[config.mk]
export PLATFORM = sky130hd
export DESIGN_NAME = alu_seq_flags
export DESIGN_NICKNAME = d
export VERILOG_FILES = /design/src/rtl/alu_seq_flags.sv
export SDC_FILE = /design/constraint.sdc
export NUM_CORES = 1
export LEC_CHECK = 0
export CORE_AREA = 2 2 129 131
export DETAILED_ROUTE_END_ITERATION = 16
export DIE_AREA = 0 0 131 133
export DONT_BUFFER_PORTS = 1
export GPL_ROUTABILITY_DRIVEN = 0
export GPL_TIMING_DRIVEN = 1
export MAX_ROUTING_LAYER = met4
export PLACE_DENSITY = 0.76
export RECOVER_POWER = 50
export SLEW_MARGIN = 20
export SYNTH_ARGS = -nofsm -noshare
export SYNTH_HDL_FRONTEND = slang
export SYNTH_SLANG_ARGS = --single-unit
[constraint.sdc]
create_clock -name clk -period 13.9 [get_ports clk]
set_input_delay 3.475 -clock clk [delete_from_list [all_inputs] [get_ports clk]]
set_output_delay 3.475 -clock clk [all_outputs]
set_load 0.01 [all_outputs]
[src/rtl/alu_seq_flags.sv]
// alu_seq_flags: registered flag ALU with valid/ready handshakes and an iterative shift-add multiplier; optional sticky overflow via ALU_STICKY_OVF_EN.
module alu_seq_flags #(
  parameter int WIDTH = 16,
  parameter int SHW = $clog2(WIDTH)
) (
  input  logic             clk,
  input  logic             rst,
  input  logic             in_valid,
  output logic             in_ready,
  input  logic [2:0]       Op,
  input  logic [WIDTH-1:0] A,
  input  logic [WIDTH-1:0] B,
  output logic             out_valid,
  input  logic             out_ready,
  output logic [WIDTH-1:0] Out,
  output logic             Sign,
  output logic             Zero,
  output logic             Parity,
  output logic             Carry,
  output logic             Overflow
`ifdef ALU_STICKY_OVF_EN
  ,input logic             ovf_clr,
  output logic             ovf_sticky
`endif
);
  localparam logic [0:0] IDLE = 1'b0;
  localparam logic [0:0] BUSY = 1'b1;
  logic [0:0] state;
  logic [SHW-1:0] cnt;
  logic [2*WIDTH-1:0] ma, acc, prod;
  logic [WIDTH-1:0] mb, r;
  logic [SHW-1:0] sh;
  logic cy, ov;
  assign in_ready = (state == IDLE) & (!out_valid | out_ready);
  assign sh = B[SHW-1:0];
  assign prod = acc + (mb[0] ? ma : '0);
  // In BUSY the load path carries the final multiply iteration, otherwise the single-cycle op.
  always_comb begin
    r = '0;
    cy = 1'b0;
    ov = 1'b0;
    if (state == BUSY) begin
      r = prod[WIDTH-1:0];
      ov = |prod[2*WIDTH-1:WIDTH];
    end else begin
      case (Op)
        3'b000: begin
          {cy, r} = {1'b0, A} + {1'b0, B};
          ov = (A[WIDTH-1] == B[WIDTH-1]) && (r[WIDTH-1] != A[WIDTH-1]);
        end
        3'b001: begin
          {cy, r} = {1'b0, A} - {1'b0, B};
          ov = (A[WIDTH-1] != B[WIDTH-1]) && (r[WIDTH-1] != A[WIDTH-1]);
        end
        3'b010: {cy, r} = {1'b0, A} << sh;
        3'b011: {r, cy} = {A, 1'b0} >> sh;
        3'b100: r = A | B;
        3'b101: r = A & B;
        3'b110: r = A ^ B;
        default: r = '0;
      endcase
    end
  end
  always_ff @(posedge clk) begin
    if (rst) begin
      state <= IDLE;
      out_valid <= 1'b0;
      Out <= '0;
      {Sign, Zero, Parity, Carry, Overflow} <= '0;
      cnt <= '0;
      ma <= '0;
      mb <= '0;
      acc <= '0;
    end else begin
      if (out_valid && out_ready) out_valid <= 1'b0;
      if (state == BUSY) begin
        acc <= prod;
        ma <= ma << 1;
        mb <= mb >> 1;
        cnt <= cnt + 1'b1;
        if (cnt == SHW'(WIDTH-1)) begin
          state <= IDLE;
          out_valid <= 1'b1;
          Out <= r;
          {Sign, Zero, Parity, Carry, Overflow} <= {r[WIDTH-1], ~|r, ~^r, cy, ov};
        end
      end else if (in_valid && in_ready) begin
        if (Op == 3'b111) begin
          state <= BUSY;
          ma <= {{WIDTH{1'b0}}, A};
          mb <= B;
          acc <= '0;
          cnt <= '0;
        end else begin
          out_valid <= 1'b1;
          Out <= r;
          {Sign, Zero, Parity, Carry, Overflow} <= {r[WIDTH-1], ~|r, ~^r, cy, ov};
        end
      end
    end
  end
`ifdef ALU_STICKY_OVF_EN
  always_ff @(posedge clk) begin
    if (rst) ovf_sticky <= 1'b0;
    else if (out_valid && out_ready && Overflow) ovf_sticky <= 1'b1;
    else if (ovf_clr) ovf_sticky <= 1'b0;
  end
`endif
endmodule

==> results of run 1 <==
worst paths after layout:
check | start | to | slack [ns] | depth (start not counted)
setup / recovery | out_ready | acc[21] | 5.66 | 9
hold / removal | mb[13] | mb[13] | 0.46 | 2
setup reg to reg | state | acc[21] | 8.00 | 9
hold reg to reg | mb[13] | mb[13] | 0.46 | 2
sequential cells by signal, summed over array words and instances (netlist names):
| name | flops |
|---|---|
| Carry | 1 |
| Out | 15 |
| Overflow | 1 |
| Parity | 1 |
| Sign | 1 |
| Zero | 1 |
| acc | 32 |
| cnt | 4 |
| ma | 32 |
| mb | 16 |
| out_valid | 1 |
| state | 1 |
Yosys cell counts, drive strengths merged, types with 3 or more instances:
library cell	count
nand2b	8
fa	3
a31oi	11
nand4	8
a32oi	3
a311oi	5
clkbuf	73
nand3	17
and3	7
a22oi	42
mux2	5
o21ai	79
a21oi	169
o221ai	3
a211o	5
inv	55
a221oi	10
o21a	8
mux2i	32
o211ai	17
nor2	149
a21o	18
a211oi	26
nor3	25
a21boi	6
o31ai	4
buf	16
o21bai	7
or3	9
nor3b	23
xor2	18
or2	8
o22ai	6
nor4	4
nor2b	6
ha	93
nand2	138
o31a	4
dfxtp	106
and2	35
o22a	5
xnor2	33
report_power, final:
part	total [mW]	leakage [nW]	switching, mW	internal [mW]
clock network	0.275	0.154	0.129	0.146
logic	0.202	3.07	0.123	0.0788
registers	0.322	0.860	0.0109	0.312
worst min-delay path, cell delays in order, from the launching register on:
cell and delay [ns]:
dfxtp_1 0.31, nand2_1 0.05, a21oi_1 0.05
cell families after synthesis:
logic type,after synthesis,share of synthesized area (%)
xor+xnor,51,4.62
compound gates,448,29.6
flops,106,22.0
mux,39,4.36
simple gates,441,21.1
buf+inv,144,5.71
fa+ha+maj,96,12.7
per-layer routing:
layer | wire, um | part of all wire (%) | track usage, % | vias up
met5 | 0 | 0 | - | -
met4 | 775 | 2.7 | 9.81 | 0
met3 | 3050 | 10 | 6.39 | 82
met2 | 12900 | 44 | 50.8 | 571
met1 | 12400 | 43 | 47.2 | 4550
li1 | - | - | - | 4590
cell type report:
type	instances	area share (%)
Tap cell	220	2.76
Timing Repair Buffer	7	0.490
Inverter	55	2.07
Antenna cell	2	0.0502
Clock buffer	10	2.40
Multi-Input combinational cell	1075	70.2
Sequential cell	106	21.4
Clock inverter	6	0.653
through the flow:
step / cells / utilization [%] / hold slack [ns] / area, um^2
6_report: 1481 / 61.6 / 0.456 / 9960
3_3_place_gp: 1463 / 59.8 / 0.439 / 9670
2_1_floorplan: 1325 / - / 0.437 / 9660
4_1_cts: 1479 / 61.7 / 0.455 / 9970
5_1_grt: 1481 / 61.6 / 0.478 / 9960
3_5_place_dp: 1463 / 59.8 / 0.445 / 9670
==> flow_summary.json, run 1 <==
{
  "clk_pin_slew_ns": 0.07,
  "fin_setup_tns_ns": 0,
  "rsz0062_at_grt": "false",
  "place_ws_ns": 6.41,
  "hold_buffers": 0,
  "layout_common_cells": "a21oi_1 (166), nor2_1 (149), nand2_1 (137), dfxtp_1 (104), ha_1 (93)",
  "layout-drive-gt1-share_pct": 4.69,
  "powerDensity_nw_per_um2": 80.2,
  "clockBufferDepth": 2,
  "syn_nets": 1460,
  "multiInputGateArea_um2": 6990,
  "die-area_um2": 17400,
  "crit_family": "simple AND/OR/NAND/NOR gates",
  "pin_count": 62,
  "fin_nets": 1389,
  "status": "complete, but fails checks",
  "grt.total_usage_pct": 34.2,
  "ys_ff_latch": 106,
  "htreeDepth": 3,
  "mostFrequentLayoutCell": "a21oi_1",
  "cp_cell_sequence": "nand2b_1 -> and2_0 -> nand2_1 -> nor2_1 -> clkbuf_1 -> nor2_1 -> buf_4 -> a22oi_1 -> nor2_1",
  "synth.area.top_cells": "dfxtp_1 (22%), ha_1 (12%), a21oi_1 (8.6%)",
  "syn_area_per_cell_um2": 7.29,
  "antenna_found_initial": 2,
  "portBuffers": 0,
  "synth_top_area_share_pct": 22.0,
  "start_util_pct": 59.8,
  "slew_viol_final": 64,
  "drtIter0Drc": 1175,
  "grt_pass1_vias": 8769,
  "critPathKind": "in2reg",
  "finalHoldViolCount": 0,
  "p_leak_nw": 4.08,
  "synth_cell_type_count": 77,
  "seq_area_um2": 2130,
  "row_count": 47,
  "core_um2": 16200,
  "area_growth_syn_to_layout_pct": 3.07,
  "ys_seq_area_share_pct": 22.0,
  "vias": 9793,
  "drc_errors": 0,
  "post-route-min-period_ns": 8.24,
  "cap_viol_max_count": 2,
  "worstSetupStartpointType": "primary input",
  "clk_latency_ns": 0.37,
  "cts_resized": 0,
  "fin_crit_sh_pct": 59.3,
  "grt_max_degree": 108,
  "postSynth.asyncResetShare_pct": 0,
  "cts-root-buf": "clkbuf_16",
  "yosys.area.top_type": "dfxtp_1",
  "crit_top_cell": "nor2_1",
  "wl_per_cell_um": 19.7,
  "post_cts.repair.setup_buffers": 0,
  "viasPerCell": 6.61,
  "numCtsBuffers": 9,
  "cp_data_arrival_time_ns": 8.50,
  "die-height_um": 133,
  "crit_required_ns": 14.16,
  "max_slew.worst_pin.slew_ns": 2.13,
  "crit_fanout": 44,
  "synth_cells": 1325,
  "setup_viol": 0,
  "drt_wl_total_mm": 29.2,
  "irDropWorstVdd_mv": 0.0663,
  "cts_num_sinks": 106,
  "ys.flop_type": "dfxtp_1",
  "die_x_um": 131,
  "grt_overflow": 0,
  "violations": "max-capacitance violations, max-slew violations",
  "synth_area_um2": 9660,
  "grt_pass1_wl_mm": 46.2,
  "fin_ws_ns": 5.66,
  "slew_headroom_pct": -41.9,
  "fmax_ghz": 0.121,
  "postRouteAntennaNets": 0,
  "crit_buf_inv": 2,
  "ys_warn_count": 0,
  "worstSetupEndpointType": "flop",
  "finClkSkew_ns": 0.0111,
  "cp_slowest_cell": "clkbuf_1",
  "first_pass_iters": 6,
  "hold_path_class": "reg2reg",
  "finalPower_mw": 0.799,
  "n_fill_cell": 1503,
  "cts_tree": "yes",
  "max_stage_delay_ns": 1.61,
  "synth_edf_count": 0,
  "dp.final_hpwl_mm": 20.6
}
Power figures use the tool's default switching activity.
==> run 2, diff against run 1 <==
- CORE_AREA: 2 2 129 131 -> 2 2 131 133
- DIE_AREA: 0 0 131 133 -> 0 0 133 135
- PLACE_DENSITY: 0.76 -> 0.77
- clock period: 13.9 -> 7.5 ns (I/O delays scaled with it)
==> run 2 against run 1 <==
Against the previous run: the flow still finishes with violations (max-capacitance violations, max-slew violations); critical endpoint is now mb[15]; worst hold slack better by 0.0022 ns; combinational power grew 86%; clock skew down 0.0052 ns; critical path type unchanged; design area down 0.16%; global-route usage decreased by 1.3 points; worst setup slack worse by 3.9 ns; highest routed layer unchanged; core utilization fell by 0.98 points.
==> flow_summary.json, run 2 (synthesized netlist as in run 1, its figures left out) <==
{
  "status": "complete, but fails checks",
  "violations": "max-capacitance violations, max-slew violations",
  "pin_count": 62,
  "hp-start": "mb[6]",
  "drtIter0Drc": 1030,
  "layout-drive-gt1-share_pct": 4.52,
  "p_comb_share_pct": 25.7,
  "r2r-end": "mb[15]",
  "diodes": 0,
  "drt_wl_total_mm": 29.1,
  "clk_pin_slew_ns": 0.07,
  "r2r_start": "state",
  "max_slew.worst_pin.slew_ns": 2.14,
  "htreeDepth": 3,
  "post-route-min-period_ns": 5.74,
  "pwr-share-seq_pct": 41.0,
  "setup_viol": 0,
  "vias": 9719,
  "wl_per_cell_um": 19.7,
  "placed_area_um2": 9680,
  "crit_required_ns": 7.71,
  "die-area_um2": 18000,
  "p_leak_nw": 4.07,
  "worstSetupStartpointType": "primary input",
  "slew_viol_final": 108,
  "power.switching_mw": 0.482,
  "grt_pass1_wl_mm": 46.0,
  "critPathKind": "in2reg",
  "cts-root-buf": "clkbuf_16",
  "worstSetupEndpointType": "flop",
  "min_path_cells": 2,
  "post_cts.repair.setup_buffers": 0,
  "start_util_pct": 58.9,
  "design_area_um2": 9940,
  "grt.total_usage_pct": 32.8,
  "portBuffers": 0,
  "hold_path_class": "reg2reg",
  "die_x_um": 133,
  "core_um2": 16400,
  "fmax_ghz": 0.174,
  "grt_overflow": 0,
  "fin_setup_tns_ns": 0,
  "cap_viol_max_count": 3,
  "finalHoldViolCount": 0,
  "irDropWorstVdd_mv": 0.126,
  "n_fill_cell": 1518,
  "stdcell_count": 1480,
  "reg_top3": "acc: 32 flops, ma: 32 flops, mb: 16 flops",
  "fin_crit_sh_pct": 76.5,
  "viasPerCell": 6.57,
  "first_pass_iters": 6,
  "rsz0062_at_grt": "false",
  "grt_pass1_vias": 8674,
  "dp.final_hpwl_mm": 20.9,
  "worstRegToRegCells": 7,
  "p_sw_share_pct": 33.1,
  "rrSetupSlack_ns": 2.48,
  "finClkSkew_ns": 0.00588,
  "cp_data_arrival_time_ns": 5.96,
  "fin_nets": 1390,
  "grt_max_degree": 108,
  "hold_buffers": 0,
  "powerDensity_nw_per_um2": 146,
  "drc_errors": 0,
  "clkPwrFrac_pct": 33.3,
  "cts_num_sinks": 106,
  "antenna_found_initial": 0,
  "die-height_um": 135,
  "area_growth_syn_to_layout_pct": 2.90,
  "clk_latency_ns": 0.36,
  "clockBufferDepth": 2,
  "cts_resized": 0,
  "postRouteAntennaNets": 0,
  "crit_fanout": 46,
  "row_count": 47,
  "internal_power_mw": 0.974,
  "layout_common_cells": "a21oi_1 (166), nor2_1 (149), nand2_1 (137), dfxtp_1 (105), ha_1 (93)",
  "numCtsBuffers": 9,
  "slew_headroom_pct": -43.0,
  "cts_tree": "yes",
  "mostFrequentLayoutCell": "a21oi_1",
  "dp_cells": 1464,
  "hold_path_end": "mb[6]"
}
==> run 2: worst max-delay path: stages <==
cell	delay (ns)
nand2b_1	0.10
and2_0	0.42
nand2_1	0.14
nor2_1	1.39
clkbuf_1	1.62
mux2i_1	0.32
nor3_1	0.06
==> run 2: worst max-delay path by stage <==
stage | slack, ns | endpoint | depth (start not counted) | from
finish | 1.76 | mb[15] | 7 | out_ready
global placement | 1.87 | Parity | 17 | B[1]
global route | 1.48 | mb[14] | 7 | out_ready
CTS | 2.15 | Parity | 17 | B[1]
detailed placement | 1.79 | Parity | 17 | B[1]
floorplan | 1.97 | Parity | 20 | B[2]
==> run 2: power by group through the flow <==
stage	Sequential, mW	Combinational [mW]	Clock [mW]
after floorplan	0.603	0.300	0
after detailed placement	0.611	0.358	0
after global routing	0.599	0.405	0.506
after CTS	0.597	0.361	0.486
after global placement	0.610	0.355	0
final	0.597	0.375	0.485
==> run 2: cell type report <==
class	instances	area, um^2	area share (%)
Inverter	55	206	2.08
Tap cell	220	275	2.77
Clock inverter	4	32.5	0.327
Timing Repair Buffer	8	52.6	0.528
Multi-Input combinational cell	1075	6990	70.3
Sequential cell	106	2130	21.4
Clock buffer	12	258	2.59
==> run 2: metrics by stage <==
step | power (mW) | setup slack [ns] | utilization (%) | hold WS (ns)
after floorplan | 0.903 | 1.97 | - | 0.437
after global placement | 0.965 | 1.87 | 59.0 | 0.438
after detailed placement | 0.968 | 1.79 | 59.0 | 0.444
after CTS | 1.44 | 2.15 | 60.7 | 0.454
after global routing | 1.51 | 1.48 | 60.6 | 0.470
final | 1.46 | 1.76 | 60.6 | 0.458
==> run 2: per-layer routing <==
layer	global-route usage [%]	vias up	wire, um
met5	-	-	0
met4	8.90	0	726
met3	7.92	70	3380
met2	50.0	526	12700
met1	43.7	4514	12300
li1	-	4609	-
